--- config.mk ---
export PLATFORM = sky130hd
export DESIGN_NAME = mem_bus_arbiter
export DESIGN_NICKNAME = d
export VERILOG_FILES = /design/src/rtl/mem_bus_arbiter.sv
export SDC_FILE = /design/constraint.sdc
export NUM_CORES = 1
export LEC_CHECK = 0
export ABC_AREA = 1
export BUFFER_PORTS_ARGS = -buffer_cell sky130_fd_sc_hd__buf_2
export CAP_MARGIN = 20
export CORE_MARGIN = 5
export CORE_UTILIZATION = 48
export DETAILED_ROUTE_END_ITERATION = 7
export PLACE_DENSITY_LB_ADDON = 0.15
export REMOVE_ABC_BUFFERS = 1
export SYNTH_ARGS = -nofsm -noshare
export SYNTH_HDL_FRONTEND = slang
export SYNTH_SLANG_ARGS = --single-unit
--- constraint.sdc ---
create_clock -name clk -period 1.6 [get_ports clk]
set_input_delay 0.08 -clock clk [delete_from_list [all_inputs] [get_ports clk]]
set_output_delay 0.08 -clock clk [all_outputs]
set_load 0.05 [all_outputs]
--- src/rtl/mem_bus_arbiter.sv ---
// Two-requester memory bus arbiter: instruction fetch (read-only) and
// load/store share one memory controller port, with round-robin on ties.
// One transaction is in flight at a time; reads return after RD_LAT cycles.
// RD_LAT must be in the range 1..4.
module mem_bus_arbiter #(
  parameter int unsigned ADDR_W = 10,
  parameter int unsigned DATA_W = 32,
  parameter int unsigned RD_LAT = 1
) (
  input  logic              clk,
  input  logic              rst,
  input  logic              if_req,
  input  logic [ADDR_W-1:0] if_addr,
  output logic              if_gnt,
  output logic              if_rvalid,
  output logic [DATA_W-1:0] if_rdata,
  input  logic              ls_req,
  input  logic              ls_we,
  input  logic [ADDR_W-1:0] ls_addr,
  input  logic [DATA_W-1:0] ls_wdata,
  output logic              ls_gnt,
  output logic              ls_rvalid,
  output logic [DATA_W-1:0] ls_rdata,
  output logic [ADDR_W-1:0] mem_addr,
  output logic              mem_wr_en,
  output logic              mem_rd_en,
  output logic [DATA_W-1:0] mem_wdata,
  input  logic [DATA_W-1:0] mem_rdata
);

  localparam int unsigned CNT_W = 2;

  localparam logic [1:0] S_IDLE  = 2'd0;
  localparam logic [1:0] S_ISSUE = 2'd1;
  localparam logic [1:0] S_WAIT  = 2'd2;
  localparam logic [1:0] S_RESP  = 2'd3;

  logic [1:0]       state_q, state_d;
  logic [CNT_W-1:0] cnt_q, cnt_d;
  logic             armed_q, armed_d;     // blocks sampling on the first edge after reset
  logic             last_ls_q, last_ls_d; // 1 = load/store won the previous grant
  logic             sel_ls_q, sel_ls_d;   // owner of the transaction in flight
  logic             is_wr_q, is_wr_d;

  logic              if_gnt_d, if_rvalid_d, ls_gnt_d, ls_rvalid_d;
  logic              mem_wr_en_d, mem_rd_en_d;
  logic [DATA_W-1:0] if_rdata_d, ls_rdata_d, mem_wdata_d;
  logic [ADDR_W-1:0] mem_addr_d;
  logic              pick_ls;

  // Next-state and next-output logic; outputs are registered below.
  always_comb begin
    state_d     = state_q;
    cnt_d       = cnt_q;
    armed_d     = 1'b1;
    last_ls_d   = last_ls_q;
    sel_ls_d    = sel_ls_q;
    is_wr_d     = is_wr_q;
    if_gnt_d    = 1'b0;
    ls_gnt_d    = 1'b0;
    if_rvalid_d = 1'b0;
    ls_rvalid_d = 1'b0;
    mem_wr_en_d = 1'b0;
    mem_rd_en_d = 1'b0;
    mem_addr_d  = mem_addr;
    mem_wdata_d = mem_wdata;
    if_rdata_d  = if_rdata;
    ls_rdata_d  = ls_rdata;
    pick_ls     = ls_req && (!if_req || !last_ls_q);

    case (state_q)
      S_IDLE: begin
        if (armed_q && (if_req || ls_req)) begin
          state_d   = S_ISSUE;
          sel_ls_d  = pick_ls;
          last_ls_d = pick_ls;
          is_wr_d   = pick_ls && ls_we;
          if (pick_ls) begin
            ls_gnt_d    = 1'b1;
            mem_addr_d  = ls_addr;
            mem_wdata_d = ls_wdata;
            mem_wr_en_d = ls_we;
            mem_rd_en_d = !ls_we;
          end else begin
            if_gnt_d    = 1'b1;
            mem_addr_d  = if_addr;
            mem_wdata_d = '0;
            mem_rd_en_d = 1'b1;
          end
        end
      end
      S_ISSUE: begin
        if (is_wr_q) begin
          state_d = S_IDLE;
        end else begin
          state_d = S_WAIT;
          cnt_d   = CNT_W'(RD_LAT - 1);
        end
      end
      S_WAIT: begin
        if (cnt_q == '0) begin
          state_d = S_RESP;
          if (sel_ls_q) begin
            ls_rvalid_d = 1'b1;
            ls_rdata_d  = mem_rdata;
          end else begin
            if_rvalid_d = 1'b1;
            if_rdata_d  = mem_rdata;
          end
        end else begin
          cnt_d = cnt_q - CNT_W'(1);
        end
      end
      S_RESP: begin
        state_d = S_IDLE;
      end
      default: begin
        state_d = S_IDLE;
      end
    endcase
  end

  // State and output registers; reset aborts any transaction in flight.
  always_ff @(posedge clk or negedge rst) begin
    if (!rst) begin
      state_q   <= S_IDLE;
      cnt_q     <= '0;
      armed_q   <= 1'b0;
      last_ls_q <= 1'b1;
      sel_ls_q  <= 1'b0;
      is_wr_q   <= 1'b0;
      if_gnt    <= 1'b0;
      if_rvalid <= 1'b0;
      if_rdata  <= '0;
      ls_gnt    <= 1'b0;
      ls_rvalid <= 1'b0;
      ls_rdata  <= '0;
      mem_addr  <= '0;
      mem_wr_en <= 1'b0;
      mem_rd_en <= 1'b0;
      mem_wdata <= '0;
    end else begin
      state_q   <= state_d;
      cnt_q     <= cnt_d;
      armed_q   <= armed_d;
      last_ls_q <= last_ls_d;
      sel_ls_q  <= sel_ls_d;
      is_wr_q   <= is_wr_d;
      if_gnt    <= if_gnt_d;
      if_rvalid <= if_rvalid_d;
      if_rdata  <= if_rdata_d;
      ls_gnt    <= ls_gnt_d;
      ls_rvalid <= ls_rvalid_d;
      ls_rdata  <= ls_rdata_d;
      mem_addr  <= mem_addr_d;
      mem_wr_en <= mem_wr_en_d;
      mem_rd_en <= mem_rd_en_d;
      mem_wdata <= mem_wdata_d;
    end
  end

endmodule

# Word-level counts from Yosys, hierarchy flattened

Index checks and enable logic that the tools add are counted.

Bits in registers: 120
Output and inout port bits: 112
Word-level logic and storage cells: 68

Add/subtract/negate cells: 1
Equal/unequal tests: 7
Muxes and demuxes: 27
Bitwise gates (word level): 1
Reductions and logical operators: 16

Operators with widths:

| operator                                                           | count |
|---|---|
| 32-bit two-way mux                                                 | 1 |
| 1-bit two-way mux                                                  | 18 |
| 10-bit two-way mux                                                 | 1 |
| 2-bit two-way mux                                                  | 5 |
| 3-bit AND reduction                                                | 3 |
| 2-bit inequality test, second input constant                       | 4 |
| 2-bit one-hot mux with 4 select lines                              | 1 |
| 2-bit == test, second input constant                               | 2 |
| 2-bit logical NOT                                                  | 2 |
| 2-bit one-hot mux with 2 select lines                              | 1 |
| 2-bit AND reduction                                                | 2 |
| 1-bit logical AND                                                  | 3 |
| 1-bit logical NOT                                                  | 3 |
| 2-bit by 1-bit == test with 1-bit output, second input constant    | 1 |
| 1-bit logical OR                                                   | 2 |
| 2-bit nonzero test                                                 | 1 |
| 2-bit by 1-bit subtractor with 2-bit output, second input constant | 1 |
| 1-bit NOT                                                          | 1 |

# Longest topological paths before layout

Depth in word-level cells: 6
Depth in mapped cells: 9

# Least setup slack after synthesis

Ideal clock, no wire load.

Path type: register to register
From: reg cnt_q[0]
To: reg if_rdata[23]
Library setup time: 0.130 ns
Data arrival time: 1.174 ns
Required time: 1.470 ns
Slack: 0.296 ns
Cell stages (with the launch flop): 10
Buffers on the path: 2
Cells stage by stage: dfrtp_1 > inv_1 > ha_1 > inv_1 > nor2_1 > nand2_1 > buf_6 > buf_6 > nand2_1 > o21ai_1

Longest elaborated chain between the ends: 2

Ends and longest elaborated chain:

| element                              | line | source |
|---|---|---|
| from (decl)                          | 39   | `logic [CNT_W-1:0] cnt_q, cnt_d;` |
| from (signal assigned)               | 144  | `cnt_q <= cnt_d;` |
| 2-bit logical NOT                    | 101  | `if (cnt_q == '0) begin` |
| 3-bit AND reduction (no source line) | n/a  |  |
| to (signal assigned)                 | 151  | `if_rdata <= if_rdata_d;` |
| to (decl)                            | 16   | `output logic [DATA_W-1:0] if_rdata,` |

Every way passes these cells.
A chain may end at the register's enable or synchronous reset.

# Final worst setup path

From: reg cnt_q[0]
To: reg if_rdata[21]

Same word-level chain as after synthesis.

==> summary.md <==
| Metric | Value |
|---|---|
| Nets | about 960 |
| Root buf cell | clkbuf_8 |
| Post-Route Skew | roughly 0.0063 ns |
| FF-to-FF End | if_rdata[21] |
| Most common cell after layout, fill and taps aside | nand2_1 |
| Area leader, netlist | dfrtp_1 |
| Remaining routing DRC violations | 0 |
| Clock Path Buffers | 2 |
| HPWL Detailed | around 8.7 mm |
| CTS tree | yes |
| Cell Area, Placed | 0.00618 mm² |
| Fin crit share | 0.886 |
| Setup Fix Bufs, Post-CTS | 0 |
| TritonCTS Sinks | 120 |
| Full die area | about 0.013 mm² |
| Post-synthesis cell area | slightly above 0.005 mm² |
| Final WS setup | about 0.18 ns |
| Clk slew on worst S/H paths | 0.05 ns |
| Synthesis-to-finish area growth | 50.0% |
| Syn. warnings | 0 |
| FF-to-FF path depth | 8 |
| Synth area leaders | dfrtp_1 (59%), nand2_1 (17%), inv_1 (5.7%), o21ai_2 (4.0%), o21ai_0 (3.3%) |
| Yosys top cell area share | 0.592 |
| Crit path launch | cnt_q[0] |
| Storage cell area | 0.00300 mm² |
| Overall power | 16.6 mW |
| GPL Wtd Cong | 0.849 |
| WP data arrival | roughly 1.8 ns |
| Vias | 4739 |
| Core Box Area | about 0.010 mm² |
| Gr ovfl total | 0 |
| Status | finished clean |
| Drt pass-1 iters | 5 |
| Max_cap viols | 0 |
| Share of layout cells above drive strength 1 | 0.300 |
| Maximum vdd drop | about 1500 µV |
| Die height | 112 µm |
| Ant diodes | 0 |
| Syn avg cell area | roughly 8.7 µm² |
| Worst-Skew Late Latency | around 0.52 ns |
| Worst path required time | between 1.5 and 2 ns |
| Reg2Reg Setup Slack | between 0.15 and 0.2 ns |
| P per Cell Area | ~2200 mW/mm² |
| Antenna Violating Nets Remaining | 0 |
| GRT Overall Usage | 0.228 |
| I/O pin count | between 200 and 250 |
| Fmax | around 700 MHz |
| Max Slew Vio Count | 0 |
| First-pass GRT wire length | between 20 and 25 mm |
| DR iter-0 viols | 272 |
| Vias in the first global route | around 4.9k |
| WL per Instance | 13.7 µm |
| Final wirelength | about 14 mm |
| Util after Layout | 0.734 |
| Clock H-tree levels | 4 |
| Row Count | 37 |
| Final setup vio count | 0 |
| CP Max Fanout | 51 |
| Critical path class | reg2reg |
| Most frequent cells in the layout | nand2_1 (227), buf_2 (199), dfrtp_1 (119) |
| Yosys cell types | 21 |
| RSZ-0062 raised after global routing | no |
| HP Class | in2async |
| Layout fillers | 761 |
| Post-cts sizing count | 0 |
| Initial antenna violation count | 0 |
| Startpoint class of the critical path | flop |
| Endpoint type of the worst setup path | flop |
| Largest net degree at the start of global routing | 66 |
| Post-synthesis cell count | roughly 580 |
| Num CTS Buffers | 17 |
| Area of the multi-input gates | 0.00154 mm² |
| Final Hold Vio Count | 0 |
| Dpl ws | just over 0.2 ns |
| Hold buffers post-CTS | between 80 and 90 |
| Register area share after synthesis | 0.597 |
| Design area | approximately 0.0075 mm² |
| Worst r2r src | cnt_q[0] |
| Starting density of the core | 0.489 |
| IO Port Bufs | 200 |
| Die X | around 110 µm |
| Yosys reg bits | 120 |
| Leakage power | about 4.4 nW |
| Vias per inst | approximately 4.7 |
| Tmin final | 1.42 ns |
power breakdown:
group	total [mW]	internal, mW	switching, mW
combinational	8.40	1.98	6.42
sequential	5.01	4.32	0.694
clock	3.18	1.96	1.22
flip-flops by register name (all words and copies together) (netlist names), 2 cells and up, named ones only:
signal / flops
mem_addr: 10
cnt_q: 2
if_rdata: 32
ls_rdata: 32
mem_wdata: 32
kinds of logic after synthesis:
family | Yosys count | share of synthesized area
buffers and inverters | 106 | 0.0978
adders and majority gates | 1 | 0.00249
other | 1 | 0.000746
DFF | 120 | 0.597
AOI/OAI and AO/OA | 65 | 0.0818
and+or+nand+nor | 285 | 0.220
cell usage after synthesis (all sizes together):
master  count
o21ai      65
conb        1
nand3b      1
dfstp       1
buf        24
dfrtp     119
nand3      12
ha          1
nor2       42
clkbuf      5
inv        77
nand4       2
nand2     228
layout make-up:
| class | instances | area share |
|---|---|---|
| Inverter | 77 | 0.0383 |
| Clock inverter | 4 | 0.00265 |
| Sequential cell | 120 | 0.398 |
| Clock buffer | 27 | 0.0625 |
| Timing Repair Buffer | 299 | 0.272 |
| Tap cell | 136 | 0.0226 |
| Multi-Input combinational cell | 352 | 0.204 |
per-layer routing:
layer,routed length [µm],up-vias,global-route usage
met5,0,-,0
met2,7470,177,0.408
met1,5080,2201,0.241
met3,843,50,0.0690
li1,-,2311,-
met4,539,0,0.116
worst max-delay path, cell delays in order, from the launching register on:
cell and delay, ns:
dfrtp_1 0.37, inv_1 0.08, ha_1 0.18, inv_1 0.09
nor2_1 0.12, nand2_2 0.09, buf_12 0.19, nand2_1 0.08
o21ai_1 0.06
worst max path at each step:
stage | slack (ns) | to | cells after the start
final | 0.18 | if_rdata[21] | 8
after global routing | 0.05 | if_rdata[21] | 8
after CTS | 0.19 | if_rdata[9] | 8
after detailed placement | 0.20 | if_rdata[21] | 8
after global placement | 0.27 | if_rdata[17] | 8
after floorplan | -0.80 | if_rdata[0] | 7
through the flow:
stage / std cells / hold WS (ns) / setup TNS, ns
2_1_floorplan: 549 / -0.216 / -57.96
3_3_place_gp: 897 / 0.0558 / 0
3_5_place_dp: 897 / 0.0570 / 0
4_1_cts: 1015 / 0.0483 / 0
5_1_grt: 1015 / 0.0881 / 0
6_report: 1015 / 0.0648 / 0
No activity file was read; power rests on OpenSTA's default activity.
